<file path="src/rtl/iter_adder.sv">
// Multi-cycle ripple adder/subtractor: CHUNK bits per clock, LSB chunk first.
// Results hold from DONE until the next accepted start.
module iter_adder #(
  parameter int WIDTH = 16,
  parameter int CHUNK = 4
) (
  input  logic             clk,
  input  logic             rst,
  input  logic             start,
  input  logic [WIDTH-1:0] a,
  input  logic [WIDTH-1:0] b,
  input  logic             Cin,
  input  logic             sub,
  output logic             busy,
  output logic             done,
  output logic [WIDTH-1:0] Sum,
  output logic             Cout,
  output logic             Ovf
);

  localparam int NCHUNK = WIDTH / CHUNK;
  localparam int IW = (NCHUNK > 1) ? $clog2(NCHUNK) : 1;

  typedef enum logic [1:0] {
    IDLE = 2'd0,
    RUN  = 2'd1,
    DONE = 2'd2
  } state_t;

  state_t state_q, state_d;

  logic [WIDTH-1:0] a_q, a_d;
  logic [WIDTH-1:0] b_q, b_d;
  logic [WIDTH-1:0] sum_q, sum_d;
  logic [IW-1:0]    idx_q, idx_d;
  logic             carry_q, carry_d;
  logic             cout_q, cout_d;
  logic             ovf_q, ovf_d;

  logic [CHUNK-1:0] a_ch, b_ch, s_ch;
  logic             c_out, c_msb;
  logic             last;

  always_comb begin
    a_ch = a_q[idx_q*CHUNK +: CHUNK];
    b_ch = b_q[idx_q*CHUNK +: CHUNK];
    {c_out, s_ch} = {1'b0, a_ch}
                  + {1'b0, b_ch}
                  + {{CHUNK{1'b0}}, carry_q};
    // carry into the top bit of this chunk, recovered from its sum bit
    c_msb = s_ch[CHUNK-1] ^ a_ch[CHUNK-1] ^ b_ch[CHUNK-1];
    last = (idx_q == IW'(NCHUNK - 1));
  end

  always_comb begin
    state_d = state_q;
    a_d     = a_q;
    b_d     = b_q;
    sum_d   = sum_q;
    idx_d   = idx_q;
    carry_d = carry_q;
    cout_d  = cout_q;
    ovf_d   = ovf_q;
    unique case (state_q)
      IDLE, DONE: begin
        if (start) begin
          state_d = RUN;
          a_d     = a;
          b_d     = sub ? ~b : b;
          carry_d = sub ? 1'b1 : Cin;
          idx_d   = '0;
        end else begin
          state_d = IDLE;
        end
      end
      RUN: begin
        sum_d[idx_q*CHUNK +: CHUNK] = s_ch;
        carry_d = c_out;
        if (last) begin
          state_d = DONE;
          idx_d   = '0;
          cout_d  = c_out;
          ovf_d   = c_msb ^ c_out;
        end else begin
          idx_d = idx_q + 1'b1;
        end
      end
      default: state_d = IDLE;
    endcase
  end

  always_ff @(posedge clk) begin
    if (rst) begin
      state_q <= IDLE;
      a_q     <= '0;
      b_q     <= '0;
      sum_q   <= '0;
      idx_q   <= '0;
      carry_q <= 1'b0;
      cout_q  <= 1'b0;
      ovf_q   <= 1'b0;
    end else begin
      state_q <= state_d;
      a_q     <= a_d;
      b_q     <= b_d;
      sum_q   <= sum_d;
      idx_q   <= idx_d;
      carry_q <= carry_d;
      cout_q  <= cout_d;
      ovf_q   <= ovf_d;
    end
  end

  assign busy = (state_q == RUN);
  assign done = (state_q == DONE);
  assign Sum  = sum_q;
  assign Cout = cout_q;
  assign Ovf  = ovf_q;

endmodule
</file>
<file path="config.mk">
export PLATFORM = sky130hd
export DESIGN_NAME = iter_adder
export DESIGN_NICKNAME = d
export VERILOG_FILES = /design/src/rtl/iter_adder.sv
export SDC_FILE = /design/constraint.sdc
export NUM_CORES = 1
export LEC_CHECK = 0
export CAP_MARGIN = 0
export CELL_PAD_IN_SITES_DETAIL_PLACEMENT = 0
export CELL_PAD_IN_SITES_GLOBAL_PLACEMENT = 1
export CORE_MARGIN = 3
export CORE_UTILIZATION = 25
export CTS_BUF_LIST = sky130_fd_sc_hd__clkbuf_8
export DETAILED_ROUTE_END_ITERATION = 10
export PLACE_DENSITY_LB_ADDON = 0.1
export SYNTH_ARGS = -nofsm -noshare
export SYNTH_HDL_FRONTEND = slang
export SYNTH_SLANG_ARGS = --single-unit
</file>
<file path="constraint.sdc">
create_clock -name clk -period 4.5 [get_ports clk]
set_clock_uncertainty 0.2 [all_clocks]
set_input_delay 1.35 -clock clk [delete_from_list [all_inputs] [get_ports clk]]
set_output_delay 1.35 -clock clk [all_outputs]
set_load 0.1 [all_outputs]
</file>
==> impl_metrics.toml <==
[layout]
syn_to_final_growth_pct = 30.6
regArea_um2 = 1100
final_cells = 446
fillCellCount = 1022
antenna_cells = 0
multi_input_area_um2 = 1320
nets = 364
drive_gt1_share_pct = 8.83
utilization_pct = 34.4

[sta]
fin_crit_ns = 3.36
drv_slew = 0
setup_tns_ns = 0
post-route-period-util_pct = 74.7
tightest_slew_ns = 1.09
setup_ws_ns = 1.14
rsz0062_at_grt = "no"
hold_viol = 0
clock.fmax_ghz = 0.298
slew_headroom_pct = 27.2
setup_viol = 0

[outcome]
status = "finished clean"

[critical_path]
startpoint_type = "flip-flop"
rr_startpoint = "idx_q[0]"
worstPathRequired_ns = 2.95
crit_type = "flip-flop to primary output"
cp-end-kind = "primary output"
cp_num_buf_inv = 1
r2r-end = "Ovf"
rrSetupSlack_ns = 1.17
cp.depth = 1
crit_end = "Sum[14]"
critical_path_arrival_ns = 1.81
crit_start = "Sum[14]"
crit_chain = "clkdlybuf4s50_1"
slowest_delay_ns = 1.14
crit_family = "buffers and inverters"
cpMaxStageDelayCell = "clkdlybuf4s50_1"
crit_path_max_fanout = 2
r2r_cells = 8

[clock_network]
cts_inserted_buffers = 5
cts-root-buf = "clkbuf_8"
clk_latency_ns = 0.31
cts_buffer_depth = 2
cts_tree = "yes"
cts_setup_buffers = 0
clock_sinks = 55
cts.htree.levels = 2
clk_pin_slew_ns = 0.10
ctsResizeCount = 0
hold_buffers = 0

[hold_path]
hp-class = "flip-flop to flip-flop"
holdPathStages = 2

[global_route]
grt_overflow_total = 0
grt_pass1_vias = 2007
grt.total_usage_pct = 11.5
antenna_found_initial = 0
grt_max_degree = 56
grt_pass1_wl_um = 10400

[synth]
synth.distinct_cells = 28
yosys_warnings = 0
synth_mux_area_share_pct = 7.23
synth_top_family_by_area = "compound AO/OA/AOI/OAI gates"
postSynthCellCount = 267
ys_ff_latch = 55
syn_avg_cell_area_um2 = 9.33
ys_seq_area_share_pct = 44.2
synth_edf_count = 0
yosys.area.top_type = "dfxtp_1"
synth_top_area_share_pct = 44.2
synth_nets = 315
synthTopCellsByCount = "55 x dfxtp_1, 42 x nor2_1, 38 x nand2_1"
ys.flop_type = "dfxtp_1"
netlist_area_um2 = 2490
synth_compound_gate_area_share_pct = 15.8
synth_area_leaders = "dfxtp_1 44%, mux4_2 7.2%, nor2_1 6.3%"
synth_xor_area_share_pct = 7.89
synthAdderAreaFrac_pct = 6.13
synthSimpleGateAreaFrac_pct = 15.5
async_flop_share_pct = 0
yosysMostFrequentCell = "dfxtp_1"

[placement]
placed_cells = 438
gp_congestion = 0.705
portBuffers = 56
place_worst_setup_slack_ns = 1.16
dpl.hpwl_um = 4490

[flow_run]
drv_cap = 0

[routing]
drtAntennaViolNets = 0
drt_first_iter_violations = 70
drc = 0
routed_wirelength_um = 6240
drtPass1Iterations = 4
vias = 1975
viasPerCell = 4.43
post_drt_wl_per_cell_um = 14.0

[floorplan]
initial_utilization_pct = 26.3
core_area_um2 = 9460
die_y_um = 106
die_area_um2 = 11200
rows = 35
io_pins = 57
die_w_um = 106

[power_and_ir_drop]
total_power_mw = 1.03
worst_ir_drop_vdd_uv = 132
p_per_area_nw_per_um2 = 315
p_leak_nw = 1.19
## through the flow
step / instance area (um2) / hold slack, ns
2_1_floorplan: 2490 / 0.233
3_3_place_gp: 3170 / 0.239
3_5_place_dp: 3170 / 0.249
4_1_cts: 3250 / 0.264
5_1_grt: 3250 / 0.277
6_report: 3250 / 0.259
## kinds of logic (layout without fill, tap and decap cells)
family,count (synthesis),after routing
AND/OR/NAND/NOR,93,93
AO/OA/AOI/OAI,59,59
flip-flops,55,55
buffers and inverters,21,71
XOR/XNOR,20,20
adder cells (fa/ha/maj),11,11
multiplexers,8,8
## layout make-up
class                   count  area share, %
repair buffers             60           17.8
flip-flops and latches     55           33.8
multi-input cells         191           40.4
clock buffers               5           2.12
well taps                 129           4.96
clock inverters             3          0.462
inverters                   3          0.346
## routing by layer
metal,global-route usage (%),part of all wire (%),vias up
met5,0,0,-
met4,2.50,0.94,0
met3,2.76,4.2,6
met2,18.2,45,37
met1,16.1,50,912
li1,-,-,1020
## power by group
group	total, mW	switching, mW	internal (mW)	leakage, nW
Clock	0.269	0.161	0.107	0.0477
Sequential	0.532	0.0188	0.513	0.450
Combinational	0.225	0.125	0.100	0.695
## how the worst min path moves through the flow
stage	end	from	slack, ns
after floorplan	a_q[10]	a_q[10]	0.23
after global placement	a_q[11]	a_q[11]	0.24
after detailed placement	a_q[14]	a_q[14]	0.25
after CTS	a_q[14]	a_q[14]	0.26
after global routing	a_q[12]	a_q[12]	0.28
final	a_q[14]	a_q[14]	0.26
## flip-flops by register name, summed over array words and instances, names as in the netlist
signal   flops
Sum         16
a_q         16
b_q         16
idx_q        2
state_q      2
Cout         1
Ovf          1
carry_q      1
## cells in the final DEF, fill, tap and decap left out
cell type / count
nor2b_1: 2
inv_1: 1
buf_2: 1
a21o_1: 2
nor3_1: 2
inv_2: 2
xor2_1: 1
nand2b_1: 2
a211oi_1: 18
dfxtp_1: 55
fa_1: 2
a22oi_1: 16
and2_1: 1
clkbuf_8: 5
nor2b_4: 1
clkinv_2: 3
a211oi_2: 1
a21oi_1: 21
nand2_1: 38
xnor2_2: 1
o21ai_0: 1
xnor3_1: 1
buf_4: 6
xnor2_1: 17
and4_1: 2
ha_1: 9
mux4_2: 8
and4b_1: 1
nor2_1: 42
nand3_1: 2
clkdlybuf4s50_1: 53
Power figures use the tool's default switching activity.
